[src/rtl/sync_fifo_flex.sv]
// rtl/sync_fifo_flex.sv - parametrised single-clock FIFO, any DEPTH >= 2, registered or FWFT read
// Status flags are registered from the next count so they line up with the pointers.
module sync_fifo_flex #(
  parameter int WIDTH     = 8,
  parameter int DEPTH     = 8,
  parameter int FWFT      = 0,
  parameter int AF_THRESH = 6,
  parameter int AE_THRESH = 1
) (
  input  logic                         clk,
  input  logic                         rst_n,
  input  logic                         flush,
  input  logic                         write,
  input  logic [WIDTH-1:0]             data_in,
  input  logic                         read,
  output logic [WIDTH-1:0]             data_out,
  output logic                         rd_valid,
  output logic                         full,
  output logic                         empty,
  output logic                         almost_full,
  output logic                         almost_empty,
  output logic [$clog2(DEPTH+1)-1:0]   count,
  output logic                         overflow,
  output logic                         underflow
);

  localparam int AW = (DEPTH > 1) ? $clog2(DEPTH) : 1;
  localparam int CW = $clog2(DEPTH + 1);
  localparam logic [AW-1:0] LAST = AW'(DEPTH - 1);
  localparam logic AF_AT_ZERO = (AF_THRESH == 0);

  logic [WIDTH-1:0] mem [DEPTH];
  logic [AW-1:0]    head;
  logic [AW-1:0]    tail;
  logic             wr_ok;
  logic             rd_ok;
  logic [CW-1:0]    count_next;

  assign wr_ok      = write & ~full;
  assign rd_ok      = read & ~empty;
  assign count_next = count + CW'(wr_ok) - CW'(rd_ok);

  always_ff @(posedge clk or negedge rst_n) begin
    if (!rst_n) begin
      head         <= '0;
      tail         <= '0;
      count        <= '0;
      full         <= 1'b0;
      empty        <= 1'b1;
      almost_full  <= AF_AT_ZERO;
      almost_empty <= 1'b1;
      overflow     <= 1'b0;
      underflow    <= 1'b0;
    end else if (flush) begin
      head         <= '0;
      tail         <= '0;
      count        <= '0;
      full         <= 1'b0;
      empty        <= 1'b1;
      almost_full  <= AF_AT_ZERO;
      almost_empty <= 1'b1;
      overflow     <= 1'b0;
      underflow    <= 1'b0;
    end else begin
      // Explicit wrap compare so non-power-of-2 depths work.
      if (wr_ok) head <= (head == LAST) ? '0 : head + AW'(1);
      if (rd_ok) tail <= (tail == LAST) ? '0 : tail + AW'(1);
      count        <= count_next;
      full         <= (count_next == CW'(DEPTH));
      empty        <= (count_next == '0);
      almost_full  <= (count_next >= CW'(AF_THRESH));
      almost_empty <= (count_next <= CW'(AE_THRESH));
      if (write & full) overflow <= 1'b1;
      if (read & empty) underflow <= 1'b1;
    end
  end

  always_ff @(posedge clk) begin
    if (rst_n && !flush && wr_ok) mem[head] <= data_in;
  end

  generate
    if (FWFT != 0) begin : g_fwft
      // Masked while empty so the output reads zero after reset/flush.
      assign data_out = empty ? '0 : mem[tail];
      assign rd_valid = ~empty;
    end else begin : g_reg
      always_ff @(posedge clk or negedge rst_n) begin
        if (!rst_n) begin
          data_out <= '0;
          rd_valid <= 1'b0;
        end else if (flush) begin
          data_out <= '0;
          rd_valid <= 1'b0;
        end else begin
          rd_valid <= rd_ok;
          if (rd_ok) data_out <= mem[tail];
        end
      end
    end
  endgenerate

endmodule

[config.mk]
export PLATFORM = sky130hd
export DESIGN_NAME = sync_fifo_flex
export DESIGN_NICKNAME = d
export VERILOG_FILES = /design/src/rtl/sync_fifo_flex.sv
export SDC_FILE = /design/constraint.sdc
export NUM_CORES = 1
export LEC_CHECK = 0
export BUFFER_PORTS_ARGS = -buffer_cell sky130_fd_sc_hd__buf_2
export CAP_MARGIN = 40
export CELL_PAD_IN_SITES_DETAIL_PLACEMENT = 1
export CELL_PAD_IN_SITES_GLOBAL_PLACEMENT = 2
export CORE_MARGIN = 5
export CORE_UTILIZATION = 29
export CTS_BUF_LIST = sky130_fd_sc_hd__clkbuf_4 sky130_fd_sc_hd__clkbuf_8
export DETAILED_ROUTE_END_ITERATION = 8
export GPL_ROUTABILITY_DRIVEN = 0
export HOLD_SLACK_MARGIN = 0.05
export PLACE_DENSITY_LB_ADDON = 0.05
export SETUP_SLACK_MARGIN = 0.5
export SYNTH_ARGS = -nofsm -noshare
export SYNTH_HDL_FRONTEND = slang
export SYNTH_SLANG_ARGS = --single-unit
[constraint.sdc]
create_clock -name clk -period 2.5 [get_ports clk]
set_input_delay 0.375 -clock clk [delete_from_list [all_inputs] [get_ports clk]]
set_output_delay 0.375 -clock clk [all_outputs]
set_load 0.01 [all_outputs]
==> impl_metrics.csv <==
group,metric,value,unit
global_route,grt_pass1_vias,2188,
logic_synthesis,synth_cell_type_count,36,
logic_synthesis,ys_seq_area_share,70.2,%
logic_synthesis,synth_fp_nets,245,
final_layout,multi_input_area,1040,sq um
die,ios,32,
status,status,"completed",
logic_synthesis,synth_seq_cells,89,
sta,drv_slew,0,
routing,drc,0,
routing,vias,2045,
routing,viasPerCell,4.55,
clocking,clk_latency,0.37,ns
logic_synthesis,yosysWarnings,0,
sta,tightest_slew,0.583,ns
sta,setup_tns,0,ns
critical_path,end_kind,"register",
placed_design,port_buffers,31,
routing,dr.pass1.iters,4,
placed_design,place_inst,428,
final_layout,layout.nets,296,
clocking,cts_made_buffers,9,
logic_synthesis,synth_area,3630,sq um
power,switchingPower,1.16,mW
final_layout,nFillCells,1267,
flow_run,cap_viol_max_count,0,
routing,wl_met2,3650,um
critical_path,crit_required,2.79,ns
logic_synthesis,synth_ff_type,"edfxtp_1",
critical_path,start_kind,"register",
logic_synthesis,synth-edff-count,64,
global_route,grt.total_usage,11.8,%
sta,maxSlewHeadroom,61.2,%
power,power.density,889,nW/um^2
critical_path,cp_max_fo,3,
die,coreArea,12200,sq um
routing,routedWlPerCell,18.1,um
clocking,clock_path_buffers,2,
logic_synthesis,netlist_instances,225,
logic_synthesis,synth_area_per_cell,16.1,sq um
final_layout,area_growth,18.9,%
power,p_leak,1.63,nW
clocking,cts_sinks,89,
clocking,tritoncts,"done",
global_route,grt_first_pass_wirelength,12600,um
logic_synthesis,synthArstFlopShare,28.1,%
placed_design,dp_hpwl,5480,um
routing,highest_layer,"met4",
final_layout,antennaDiodeCount,0,
routing,met1_length,3940,um
power,swShare,30.2,%
power,p_clk_share,26.1,%
sta,fmax,462,MHz
critical_path,crit_arrival,2.45,ns
final_layout,utilization,35.5,%
global_route,grt_start_max_net_pins,26,
sta,min_period,2.16,ns
global_route,globalRouteOverflowTotal,0,
power,intPower,2.68,mW
die,start_util,29.9,%
sta,finalSetupViolCount,0,
final_layout,drive_gt1_share,33.8,%
power,irDropWorstVdd,0.000438,V
final_layout,seqCellArea,2550,sq um
sta,skew,0.00902,ns
die,fp.dieH,122,um
min_path,hold_path_class,"input port to register",
routing,drt-initial-drc-count,88,
routing,wl_met3,423,um
power,p_comb_share,27.3,%
routing,ant_nets,0,
die,rows,40,
routing,wl,8110,um
clocking,cts_root_buffer,"clkbuf_8",
clocking,clkSlewWorstSetupHoldPaths,0.09,ns
clocking,cts_htree_levels,3,
global_route,antenna_found_initial,0,
critical_path,critical_path_class,"register to register",
die,die_area,14900,sq um
final_layout,final_cells,449,
power,power_frac_seq,46.6,%
sta,hold_viol,0,
die,die_w,122,um
sta,post-route-period-util,86.6,%
sta,rsz0062_at_grt,"yes",
## layout make-up
class                      instances  area share (%)
sequential                        89            59.0
multi-input combinational        121            24.0
timing repair buffer              51            7.13
tap                              168            4.87
clock buffer                       9            2.87
clock inverter                     7            1.77
inverter                           4           0.348
## what timing repair did
action,CTS,global route
hold endpoints to repair,20,0
buffers inserted,3,1
setup endpoints to repair,4,25
pin swaps,1,1
hold buffers,1,0
resized for setup,5,1
## kinds of logic (layout without fill, tap and decap cells)
kind of cell             count (synthesis)  count (layout)  synth area share, %
flip-flops                              89              89                 70.2
AO/OA/AOI/OAI                           27              27                 4.89
buffers and inverters                   15              71                 2.41
XOR/XNOR                                 5               5                 1.21
multiplexers                            27              27                 11.3
adder cells (fa/ha/maj)                  7               7                 2.62
AND/OR/NAND/NOR                         55              55                 7.41
## synthesized netlist by cell type (4+ instances only)
cell type	instances	area, sq um
nand2b_1	8	50.1
clkbuf_1	5	18.8
dfrtp_1	23	576
o31ai_1	9	67.6
nor2_1	22	82.6
inv_1	4	15.0
a21oi_1	6	30.0
xor2_1	4	35.0
mux2_2	16	180
edfxtp_1	64	1920
nand2_1	5	18.8
nand3_1	10	50.1
mux4_1	5	131
ha_1	6	75.1
o22ai_1	8	50.1
## metal layers
layer	GRT usage [%]	up-vias
met5	0	-
met4	3.36	0
met3	4.27	8
met2	17.7	41
met1	16.1	1042
li1	-	954
## flip-flops by register name, summed over array words and instances, names as in the netlist
name and cells:
count 4, underflow 1, rd_valid 1, almost_full 1, empty 1, mem 64, head 3, almost_empty 1
overflow 1, data_out 8, full 1, tail 3
## power groups by stage
stage | sequential (mW) | combinational, mW | clock [mW]
detailed placement | 1.83 | 0.931 | 0
CTS | 1.79 | 1.05 | 1.06
floorplan | 1.85 | 0.620 | 0
global placement | 1.83 | 0.941 | 0
finish | 1.79 | 1.05 | 1.00
global route | 1.81 | 1.16 | 1.13
## through the flow
stage	hold WS [ns]	setup WS (ns)	area (sq um)	power, mW
floorplan	0.0794	0.220	3650	2.47
global placement	0.462	0.229	4050	2.77
CTS	0.258	0.328	4310	3.90
detailed placement	0.458	0.267	4050	2.76
global route	0.264	0.245	4320	4.10
finish	0.281	0.336	4320	3.84
## placed cells by master (no fill, tap or decap), drive strengths merged, types with 4 or more instances in the layout
cell	count
xor2	4
buf	50
dfrtp	23
clkbuf	9
nand3	10
inv	6
mux2	16
o22ai	8
ha	6
a21oi	6
nor2	22
nand2b	8
mux4	8
edfxtp	64
nand2	5
o31ai	9
## worst max-delay path: stages, from the launching register on
cell and delay [ns]:
dfstp_2 0.54, nand2b_4 0.13, xor2_1 0.15, ha_2 0.22
fa_2 0.43, or3_4 0.39, o31ai_2 0.22
## worst paths after layout
path                           start          end  slack, ns  depth (start not counted)
setup / recovery               empty        empty       0.34                          6
hold / removal                 write     overflow       0.28                          3
setup reg to reg               empty        empty       0.34                          6
hold reg to reg            underflow    underflow       0.49                          2
max in group asynchronous      rst_n        empty       1.60                          3
min in group asynchronous      rst_n  almost_full       0.60                          3
(Power assumes the default switching activity.)
